==> config.mk <==
export PLATFORM = sky130hd
export DESIGN_NAME = pulse_measure_flat
export DESIGN_NICKNAME = d
export VERILOG_FILES = /design/src/rtl/pulse_measure_if.sv /design/src/rtl/pulse_measure.sv /design/src/flat_wrapper.sv
export SDC_FILE = /design/constraint.sdc
export NUM_CORES = 1
export LEC_CHECK = 0
export ABC_CLOCK_PERIOD_IN_PS = 3700
export CORE_MARGIN = 10
export CORE_UTILIZATION = 59
export CTS_CLUSTER_DIAMETER = 200
export DETAILED_ROUTE_END_ITERATION = 10
export PLACE_DENSITY = 0.87
export SKIP_LAST_GASP = 1
export SLEW_MARGIN = 20
export SYNTH_ARGS = -nofsm -noshare
export SYNTH_HDL_FRONTEND = slang
export SYNTH_SLANG_ARGS = --single-unit
==> constraint.sdc <==
create_clock -name clk -period 3.7 [get_ports clk]
set_input_delay 0.37 -clock clk [delete_from_list [all_inputs] [get_ports clk]]
set_output_delay 0.37 -clock clk [all_outputs]
set_load 0.005 [all_outputs]
==> src/rtl/pulse_measure_if.sv <==
// Result channel of pulse_measure: measured length plus status flags,
// offered by the producer on a valid/ready handshake.
interface pulse_measure_if #(
  parameter int unsigned WIDTH = 16
);
  logic [WIDTH-1:0] length;
  logic             overflow;
  logic             dropped;
  logic             valid;
  logic             ready;

  modport master (output length, output overflow, output dropped, output valid, input ready);
  modport slave  (input length, input overflow, input dropped, input valid, output ready);
endinterface

==> src/rtl/pulse_measure.sv <==
// Counts how many cycles a synchronized input stays high and hands the
// result to a consumer, with glitch rejection, saturation and drop reporting.
module pulse_measure #(
  parameter int unsigned WIDTH     = 16,
  parameter int unsigned MIN_WIDTH = 1
) (
  input  logic              clk,
  input  logic              reset,
  input  logic              in,
  output logic              busy,
  pulse_measure_if.master   res
);

  typedef enum logic [1:0] {IDLE, MEASURE, HOLD} state_t;

  localparam logic [WIDTH-1:0] MAX_CNT = '1;
  localparam logic [WIDTH-1:0] MIN_CNT = WIDTH'(MIN_WIDTH);

  state_t           state;
  logic [WIDTH-1:0] count;
  logic             prev;
  logic             sat;
  logic             pending_drop;
  logic             rise;

  assign rise = in && !prev;

  always_ff @(posedge clk) begin
    if (reset) begin
      state        <= IDLE;
      count        <= '0;
      prev         <= 1'b1;
      sat          <= 1'b0;
      pending_drop <= 1'b0;
      busy         <= 1'b0;
      res.length   <= '0;
      res.overflow <= 1'b0;
      res.dropped  <= 1'b0;
      res.valid    <= 1'b0;
    end else begin
      prev <= in;
      case (state)
        IDLE: begin
          if (rise) begin
            state <= MEASURE;
            count <= WIDTH'(1);
            busy  <= 1'b1;
          end
        end
        MEASURE: begin
          if (in) begin
            if (count == MAX_CNT) sat <= 1'b1;
            else                  count <= count + 1'b1;
          end else if (count < MIN_CNT) begin
            state <= IDLE;
            busy  <= 1'b0;
            sat   <= 1'b0;
          end else begin
            res.length   <= count;
            res.overflow <= sat;
            res.dropped  <= pending_drop;
            res.valid    <= 1'b1;
            busy         <= 1'b0;
            sat          <= 1'b0;
            pending_drop <= 1'b0;
            state        <= HOLD;
          end
        end
        HOLD: begin
          if (res.ready) begin
            res.valid <= 1'b0;
            // A rise coinciding with the accept starts a fresh measurement.
            if (rise) begin
              state <= MEASURE;
              count <= WIDTH'(1);
              busy  <= 1'b1;
            end else begin
              state <= IDLE;
            end
          end else if (rise) begin
            pending_drop <= 1'b1;
          end
        end
        default: state <= IDLE;
      endcase
    end
  end

endmodule

==> src/flat_wrapper.sv <==
// flat-port wrapper written by rule: the top's interface ports become plain ports
module pulse_measure_flat 
#(
  parameter int unsigned WIDTH     = 16,
  parameter int unsigned MIN_WIDTH = 1
)
  (clk, reset, in, busy, res_length, res_overflow, res_dropped, res_valid, res_ready);
  pulse_measure_if #(.WIDTH(WIDTH)) res_i ();
  input  logic clk;
  input  logic reset;
  input  logic in;
  output logic busy;
  output wire logic [$bits(res_i.length)-1:0] res_length;
  output wire logic [$bits(res_i.overflow)-1:0] res_overflow;
  output wire logic [$bits(res_i.dropped)-1:0] res_dropped;
  output wire logic [$bits(res_i.valid)-1:0] res_valid;
  input wire logic [$bits(res_i.ready)-1:0] res_ready;
  assign res_length = res_i.length;
  assign res_overflow = res_i.overflow;
  assign res_dropped = res_i.dropped;
  assign res_valid = res_i.valid;
  assign res_i.ready = res_ready;
  pulse_measure #(.WIDTH(WIDTH), .MIN_WIDTH(MIN_WIDTH)) u_core (.clk(clk), .reset(reset), .in(in), .busy(busy), .res(res_i));
endmodule
==> results.py, run 1 <==
metrics = {
    "yosys": {
        "syn-num-nets": 241,
        "synth_compound_area_frac": 0.229,
        "yosys_warnings": 0,
        "synthXorXnorAreaFrac": 0,
        "synthTopCellsByArea": "dfxtp_1 39%, mux2i_1 6.2%, a21oi_1 5.5%, nand3_1 5.0%, o21ai_1 4.5%",
        "syn_inst": 235,
        "synth_cell_type_count": 40,
        "syn_area_per_cell_um2": 8.91,
        "muxShareOfSynthArea": 0.0622,
        "ys_seq_area_frac": 0.392,
        "syn_area_mm2": 0.00209,
        "synth_top_family_by_area": "simple AND/OR/NAND/NOR gates",
        "netlist.area_leader.share": 0.392,
        "yosys.area_share.simple": 0.237,
        "yosysTopAreaCell": "dfxtp_1",
        "ys_ff_latch": 41,
        "synthAdderAreaFrac": 0.0120,
    },
    "clock_tree": {
        "clock_path_buffers": 2,
        "cts_setup_buffers": 0,
        "root_buffer": "clkbuf_4",
        "numCtsBuffers": 5,
        "insertion_delay_ns": 0.35,
        "ctsHtreeMaxLevel": 2,
        "cts_tree": "yes",
        "cts.repair.resized": 0,
        "path_clk_slew_ns": 0.12,
        "clock_sinks": 41,
        "holdBufCountCts": 0,
    },
    "worst_setup_path": {
        "path_class": "reg2reg",
        "critPathLaunchType": "flop",
        "rr_worst_depth": 6,
        "worstPathMaxFanout": 18,
        "r2r_slack_ns": 1.46,
        "crit_start": "u_core.count[0]",
        "cp.required_ns": 3.94,
        "arrival_ns": 2.48,
        "r2r-end": "u_core.res.length[2]",
        "end_kind": "flop",
        "r2r-start": "u_core.count[0]",
    },
    "sta": {
        "finalHoldViolations": 0,
        "finalSetupTns_ns": 0,
        "relSlewSlack": 0.360,
        "setup_violations": 0,
        "period_share": 0.605,
        "rsz0062_at_grt": "false",
        "fin_skew_ns": 0.00851,
        "slew_viol_final": 0,
        "clock.fmax_mhz": 446,
        "worst_pin_slew_ns": 0.959,
        "min_period_ns": 2.24,
    },
    "final_layout": {
        "final_common_cell": "dfxtp_1",
        "mostFrequentLayoutCells": "41 x dfxtp_1, 23 x a21oi_1, 23 x clkdlybuf4s50_1, 21 x nand3_1, 21 x nand2_1",
        "multiInputGateArea_mm2": 0.00113,
        "drive_gt1_frac": 0.108,
        "num-nets-final": 255,
        "antenna_cells": 0,
        "seq_area_um2": 821,
        "num-fill-cells": 274,
        "syn_to_final_growth_pct": 12.4,
        "fin_util": 0.694,
    },
    "detailed_routing": {
        "vias_per_cell": 6.09,
        "drcViolationCount": 0,
        "drt-total-wl_um": 4710,
        "wl_per_cell_um": 16.0,
        "postRouteAntennaNets": 0,
        "wl_met1_um": 2030,
        "dr.pass1.iters": 5,
        "initialDrtViolationCount": 188,
        "num_vias": 1798,
        "routed.top_layer": "met4",
        "wl_met3_um": 316,
        "routed-wl-met2_um": 2310,
    },
    "power": {
        "p_int_mw": 0.598,
        "p_leak_nw": 0.729,
        "clkPwrFrac": 0.359,
        "netSwitchingPower_mw": 0.183,
        "ir_worst_vdd_mv": 0.410,
        "power.density_mw_per_mm2": 332,
        "power_frac_comb": 0.066,
        "pwr-share-seq": 0.575,
        "p_sw_frac": 0.234,
    },
    "global_routing": {
        "first_global_vias": 1720,
        "overflow": 0,
        "grt_pass1_wl_um": 7850,
        "antenna_found_initial": 0,
        "grt_usage": 0.151,
        "grt_max_degree": 28,
    },
    "worst_hold_path": {
        "min_path_cells": 2,
        "min_from": "u_core.pending_drop",
        "min_path_type": "reg2reg",
        "holdPathEnd": "u_core.res.dropped",
    },
    "floorplanning": {
        "coreArea_mm2": 0.00339,
        "rows": 21,
        "start_util": 0.618,
        "die_area_mm2": 0.00633,
        "die_width_um": 79.6,
        "design.portCount": 24,
        "die_h_um": 79.6,
    },
    "run": {
        "maxCapViolations": 0,
    },
    "run_status": {
        "run_status": "finished, final reports clean",
    },
    "placement": {
        "hpwlAfterDp_um": 3270,
        "gp_routability_congestion": 0.766,
        "io_buffers": 23,
    },
}
final cells by class:
class | count | area share
multi-input combinational | 169 | 0.480
timing repair buffer | 25 | 0.104
clock buffer | 5 | 0.0160
tap | 46 | 0.0245
inverter | 7 | 0.0112
clock inverter | 2 | 0.0149
sequential | 41 | 0.349
stage by stage:
step                setup slack (ns)  power (mW)  std cells  hold slack (ns)  area (um2)
finish                          1.46       0.781        295            0.483        2350
CTS                             1.46       0.782        295            0.488        2350
detailed placement              1.44       0.509        288            0.471        2280
global route                    1.27       0.805        295            0.503        2350
floorplan                       1.92       0.498        235            0.442        2090
global placement                1.53       0.507        288            0.462        2280
routing by layer:
| metal | track usage | up-vias |
|---|---|---|
| met5 | 0 | - |
| met4 | 0.0484 | 0 |
| met3 | 0.0552 | 8 |
| met2 | 0.246 | 58 |
| met1 | 0.180 | 847 |
| li1 | - | 885 |
worst max-delay path: stages (launching register included):
cell	delay (ns)
dfxtp_1	0.43
inv_1	0.14
ha_1	0.16
nor4b_1	0.32
nand4_1	0.65
nand3_1	0.35
a21oi_1	0.09
registers in the layout, summed over array words and instances, names as in the netlist:
name,cells
u_core.pending_drop,1
u_core.res.length,16
u_core.sat,1
u_core.res.overflow,1
u_core.busy,1
u_core.res.valid,1
u_core.state,2
u_core.res.dropped,1
u_core.count,16
u_core.prev,1
synthesized netlist by cell type, drive strengths merged:
library cell,n
and3,3
a21o,1
or2b,2
nor2b,2
nand4,6
nor3,5
a2111oi,5
dfxtp,41
o21ai,19
nor4b,1
or3,1
a21boi,1
nor4,2
a211o,1
nand3b,1
a211oi,9
inv,7
nor2,3
ha,2
a21oi,25
or2,1
nand3,21
nand2b,12
o221ai,1
and4b,1
o21a,1
and2,1
and4,5
clkbuf,6
o31ai,1
mux2i,13
buf,12
nor3b,1
nand2,21
o2bb2ai,1
worst max path at each step:
stage / endpoint / slack [ns] / depth (start not counted)
floorplan: u_core.count[11] / 1.92 / 7
global placement: u_core.count[15] / 1.53 / 6
detailed placement: u_core.count[11] / 1.44 / 6
CTS: u_core.res.length[2] / 1.46 / 6
global route: u_core.res.valid / 1.27 / 6
finish: u_core.res.length[2] / 1.46 / 6
power groups by stage:
| stage | Combinational, mW | Clock, mW | Sequential (mW) |
|---|---|---|---|
| 2_1_floorplan | 0.0416 | 0 | 0.456 |
| 3_3_place_gp | 0.0491 | 0 | 0.458 |
| 3_5_place_dp | 0.0512 | 0 | 0.458 |
| 4_1_cts | 0.0513 | 0.282 | 0.448 |
| 5_1_grt | 0.0573 | 0.299 | 0.449 |
| 6_report | 0.0518 | 0.280 | 0.449 |
cell families (layout without fill, tap and decap cells):
logic type,after synthesis,after routing
fa+ha+maj,2,2
flops,41,41
compound gates,65,65
simple gates,89,89
mux,13,13
buf+inv,25,39
Power figures use the tool's default switching activity.
==> run 2: changes to the inputs <==
--- a/config.mk
+++ b/config.mk
@@ -5,12 +5,12 @@
 export SDC_FILE = /design/constraint.sdc
 export NUM_CORES = 1
 export LEC_CHECK = 0
-export ABC_CLOCK_PERIOD_IN_PS = 3700
+export ABC_CLOCK_PERIOD_IN_PS = 1950
 export CORE_MARGIN = 10
-export CORE_UTILIZATION = 59
+export CORE_UTILIZATION = 50
 export CTS_CLUSTER_DIAMETER = 200
 export DETAILED_ROUTE_END_ITERATION = 10
-export PLACE_DENSITY = 0.87
+export PLACE_DENSITY = 0.79
 export SKIP_LAST_GASP = 1
 export SLEW_MARGIN = 20
 export SYNTH_ARGS = -nofsm -noshare
==> constraint.sdc (replaced) <==
create_clock -name clk -period 1.95 [get_ports clk]
set_input_delay 0.195 -clock clk [delete_from_list [all_inputs] [get_ports clk]]
set_output_delay 0.195 -clock clk [all_outputs]
set_load 0.005 [all_outputs]
==> results.py, run 2 (same netlist as run 1, synthesis figures left out) <==
metrics = {
    "floorplanning": {
        "die_h_um": 84.7,
        "rows": 23,
        "start_util": 0.520,
        "die_area_mm2": 0.00717,
        "coreArea_mm2": 0.00403,
        "die_width_um": 84.7,
        "design.portCount": 24,
    },
    "global_routing": {
        "met2_usage": 0.232,
        "first_global_vias": 1732,
        "busiest_layer": "met2",
        "overflow": 0,
        "grt_usage": 0.140,
        "use_met3": 0.0377,
        "met1_usage": 0.168,
        "antenna_found_initial": 0,
        "grt_max_degree": 29,
        "grt_pass1_wl_um": 8400,
    },
    "power": {
        "pwr-share-seq": 0.509,
        "power_frac_comb": 0.073,
        "netSwitchingPower_mw": 0.357,
        "p_int_mw": 1.31,
        "p_sw_frac": 0.215,
        "power.density_mw_per_mm2": 657,
        "clkPwrFrac": 0.418,
        "ir_worst_vdd_mv": 0.592,
        "power_mw": 1.66,
        "p_leak_nw": 0.823,
    },
    "clock_tree": {
        "cts_setup_buffers": 0,
        "ctsHtreeMaxLevel": 2,
        "insertion_delay_ns": 0.29,
        "root_buffer": "clkbuf_8",
        "holdBufCountCts": 0,
        "path_clk_slew_ns": 0.07,
        "clock_path_buffers": 2,
        "numCtsBuffers": 5,
        "cts_tree": "yes",
        "cts.repair.resized": 0,
        "clock_sinks": 41,
    },
    "worst_setup_path": {
        "end_kind": "flop",
        "path_class": "reg2reg",
        "arrival_ns": 2.03,
        "worstPathMaxFanout": 7,
        "cp.required_ns": 2.17,
        "critPathLaunchType": "flop",
        "crit_start": "u_core.count[3]",
        "r2r_slack_ns": 0.14,
        "r2r-start": "u_core.count[3]",
    },
    "detailed_routing": {
        "postRouteAntennaNets": 0,
        "dr.pass1.iters": 4,
        "drt-total-wl_um": 4820,
        "wl_per_cell_um": 15.4,
        "num_vias": 1816,
        "initialDrtViolationCount": 139,
        "drcViolationCount": 0,
        "vias_per_cell": 5.80,
    },
    "sta": {
        "hold_ws_ns": 0.470,
        "worst_slack_ns": 0.136,
        "finalHoldViolations": 0,
        "fin_skew_ns": 0.00763,
        "period_share": 0.930,
        "min_period_ns": 1.81,
        "slew_viol_final": 0,
        "worst_pin_slew_ns": 0.702,
        "finalSetupTns_ns": 0,
        "relSlewSlack": 0.532,
        "setup_violations": 0,
        "rsz0062_at_grt": "false",
        "clock.fmax_mhz": 551,
    },
    "placement": {
        "io_buffers": 23,
        "placed_cells": 305,
        "dp_slack_ns": -0.219,
        "hpwlAfterDp_um": 3400,
        "gp_routability_congestion": 0.864,
        "placed_cell_area_mm2": 0.00241,
    },
    "worst_hold_path": {
        "min_from": "u_core.pending_drop",
        "min_path_type": "reg2reg",
    },
    "final_layout": {
        "fin_util": 0.628,
        "drive_gt1_frac": 0.152,
        "stdcell_count": 313,
        "multiInputGateArea_mm2": 0.00114,
        "num-fill-cells": 364,
        "syn_to_final_growth_pct": 20.9,
        "fin_area_mm2": 0.00253,
        "antenna_cells": 0,
        "reg_top3": "u_core.count x16, u_core.res.length x16, u_core.state x2",
        "final_common_cell": "dfxtp_1",
        "num-nets-final": 268,
        "mostFrequentLayoutCells": "41 x dfxtp_1, 23 x a21oi_1, 23 x clkdlybuf4s50_1, 21 x nand3_1, 21 x nand2_1",
        "seq_area_um2": 821,
    },
    "run": {
        "maxCapViolations": 0,
    },
    "run_status": {
        "run_status": "finished, final reports clean",
    },
}
[run 2: cell types whose count changed in the layout (fill, tap and decap cells not counted), sizes merged]
cell    delta
clkinv     -1
clkbuf     +2
buf       +13
[run 2: area by class of cell]
| cell class | instances | area share |
|---|---|---|
| multi-input cells | 169 | 0.449 |
| flip-flops and latches | 41 | 0.324 |
| repair buffers | 38 | 0.145 |
| clock buffers | 7 | 0.0341 |
| well taps | 50 | 0.0247 |
| clock inverters | 1 | 0.0119 |
| inverters | 7 | 0.0104 |
[run 2: final timing paths]
check | to | cells after the start
setup reg to reg | u_core.count[13] | 4
hold reg to reg | u_core.res.dropped | 2
hold / removal | u_core.res.dropped | 2
setup / recovery | u_core.count[13] | 4
[run 2: power groups by stage]
| stage | Clock, mW | Combinational (mW) | Sequential, mW |
|---|---|---|---|
| final | 0.695 | 0.121 | 0.846 |
| after CTS | 0.718 | 0.120 | 0.846 |
| after global routing | 0.742 | 0.134 | 0.847 |
| after global placement | 0 | 0.117 | 0.865 |
| after detailed placement | 0 | 0.120 | 0.866 |
| after floorplan | 0 | 0.0790 | 0.865 |
[run 2: per-layer routing]
metal	vias to the layer above	part of all wire	wire length [um]
li1	914	-	-
met1	855	0.44	2110
met2	41	0.50	2380
met3	6	0.056	270
met4	0	0.010	48
met5	-	0	0
[run 2: critical path: stages, from the launching register on]
cell and delay (ns):
dfxtp_1 0.49, and3_1 0.22, nand3_1 0.29, a2111oi_2 0.52
mux2i_1 0.22
==> run 3: changes to the inputs <==
--- a/config.mk
+++ b/config.mk
@@ -6,11 +6,12 @@
 export NUM_CORES = 1
 export LEC_CHECK = 0
 export ABC_CLOCK_PERIOD_IN_PS = 1950
+export CORE_ASPECT_RATIO = 1.1
 export CORE_MARGIN = 10
 export CORE_UTILIZATION = 50
 export CTS_CLUSTER_DIAMETER = 200
 export DETAILED_ROUTE_END_ITERATION = 10
-export PLACE_DENSITY = 0.79
+export PLACE_DENSITY_LB_ADDON = 0.08
 export SKIP_LAST_GASP = 1
 export SLEW_MARGIN = 20
 export SYNTH_ARGS = -nofsm -noshare
==> results.py, run 3 (same netlist as run 1, synthesis figures left out) <==
metrics = {
    "sta": {
        "min_period_ns": 1.73,
        "worst_pin_slew_ns": 0.720,
        "relSlewSlack": 0.520,
        "slew_viol_final": 0,
        "rsz0062_at_grt": "false",
        "finalHoldViolations": 0,
        "fin_skew_ns": 0.00526,
        "period_share": 0.888,
        "setup_violations": 0,
        "clock.fmax_mhz": 578,
        "finalSetupTns_ns": 0,
    },
    "clock_tree": {
        "cts_setup_buffers": 0,
        "path_clk_slew_ns": 0.08,
        "cts.repair.resized": 0,
        "ctsHtreeMaxLevel": 2,
        "clock_path_buffers": 2,
        "insertion_delay_ns": 0.29,
        "numCtsBuffers": 5,
        "cts_tree": "yes",
        "root_buffer": "clkbuf_8",
        "clock_sinks": 41,
        "holdBufCountCts": 0,
    },
    "worst_hold_path": {
        "min_from": "u_core.pending_drop",
        "min_path_type": "reg2reg",
        "holdPathEnd": "u_core.res.dropped",
        "min_path_cells": 2,
    },
    "worst_setup_path": {
        "worstPathMaxFanout": 7,
        "r2r-start": "u_core.count[3]",
        "cp.required_ns": 2.17,
        "arrival_ns": 1.96,
        "path_class": "reg2reg",
        "slowest_stage": "dfxtp_1",
        "critPathLaunchType": "flop",
        "r2r-end": "u_core.count[11]",
        "r2r_slack_ns": 0.22,
        "end_kind": "flop",
        "rr_worst_depth": 4,
        "slowest_delay_ns": 0.47,
        "cp_cell_sequence": "and3_1 -> nand3_1 -> a2111oi_2 -> mux2i_1",
    },
    "floorplanning": {
        "rows": 24,
        "start_util": 0.524,
        "die_area_mm2": 0.00718,
        "coreArea_mm2": 0.00399,
        "design.portCount": 24,
        "die_width_um": 81.7,
        "die_h_um": 87.9,
    },
    "final_layout": {
        "final_common_cell": "dfxtp_1",
        "syn_to_final_growth_pct": 22.0,
        "reg_top3": "u_core.count x16, u_core.res.length x16, u_core.state x2",
        "multiInputGateArea_mm2": 0.00114,
        "fin_area_mm2": 0.00255,
        "mostFrequentLayoutCells": "41 x dfxtp_1, 23 x a21oi_1, 23 x clkdlybuf4s50_1, 21 x nand3_1, 21 x nand2_1",
        "num-nets-final": 272,
        "seq_area_um2": 821,
        "stdcell_count": 319,
        "num-fill-cells": 346,
        "drive_gt1_frac": 0.172,
        "antenna_cells": 0,
    },
    "global_routing": {
        "grt_usage": 0.148,
        "overflow": 0,
        "antenna_found_initial": 0,
        "grt_pass1_wl_um": 8530,
        "grt_max_degree": 29,
        "first_global_vias": 1736,
    },
    "detailed_routing": {
        "postRouteAntennaNets": 0,
        "wl_per_cell_um": 15.2,
        "initialDrtViolationCount": 158,
        "vias_per_cell": 5.58,
        "num_vias": 1779,
        "drcViolationCount": 0,
        "drt-total-wl_um": 4840,
        "dr.pass1.iters": 4,
    },
    "run_status": {
        "run_status": "finished, final reports clean",
    },
    "placement": {
        "placed_cells": 311,
        "io_buffers": 23,
        "gp_routability_congestion": 0.807,
        "hpwlAfterDp_um": 3400,
        "placed_cell_area_mm2": 0.00243,
    },
    "run": {
        "maxCapViolations": 0,
    },
    "power": {
        "power.density_mw_per_mm2": 660,
        "p_leak_nw": 0.841,
        "ir_worst_vdd_mv": 0.431,
    },
}
## run 3: cell types whose count changed in the layout (fill, tap and decap cells not counted), sizes merged
| cell | change |
|---|---|
| buf | +4 |
| clkbuf | -1 |
| clkinvlp | +1 |
## run 3: layout make-up
cell class | instances | area share
Multi-Input combinational cell | 169 | 0.445
Timing Repair Buffer | 42 | 0.151
Tap cell | 52 | 0.0255
Clock buffer | 6 | 0.0323
Inverter | 7 | 0.0103
Clock inverter | 2 | 0.0147
Sequential cell | 41 | 0.321
## run 3: how the worst max path moves through the flow
stage               cells past startpoint                   end            start  slack [ns]
global route                            8    u_core.res.dropped  u_core.count[0]        0.09
floorplan                               7      u_core.count[11]  u_core.count[0]        0.17
global placement                        5      u_core.count[14]        res_ready        0.05
CTS                                     8  u_core.res.length[8]  u_core.count[0]        0.17
finish                                  4      u_core.count[11]  u_core.count[3]        0.22
detailed placement                      5      u_core.count[14]        res_ready        0.04
## run 3: stage by stage
stage	total power, mW	setup WS [ns]	hold WS, ns	util
3_5_place_dp	0.985	0.0372	0.468	0.608
6_report	1.69	0.219	0.474	0.639
3_3_place_gp	0.985	0.0460	0.459	0.608
5_1_grt	1.75	0.0865	0.498	0.639
2_1_floorplan	0.944	0.170	0.302	-
4_1_cts	1.70	0.167	0.479	0.638
## run 3: power by group
group | internal (mW) | switching (mW) | leakage (nW)
logic | 0.0473 | 0.0729 | 0.453
registers | 0.841 | 0.00388 | 0.331
clock network | 0.416 | 0.304 | 0.0574
total | 1.31 | 0.381 | 0.841
## run 3: worst max-delay path: cells and delay by family (launching register included)
family | cells | cell delay [ns]
flip-flops | 1 | 0.47
AND/OR/NAND/NOR | 2 | 0.52
AO/OA/AOI/OAI | 1 | 0.46
multiplexers | 1 | 0.22
## run 3: per-layer routing
layer	up-vias	share of wire	GRT usage
met5	-	0	0
met4	0	0.012	0.0418
met3	5	0.042	0.0369
met2	26	0.48	0.244
met1	825	0.46	0.186
li1	923	-	-
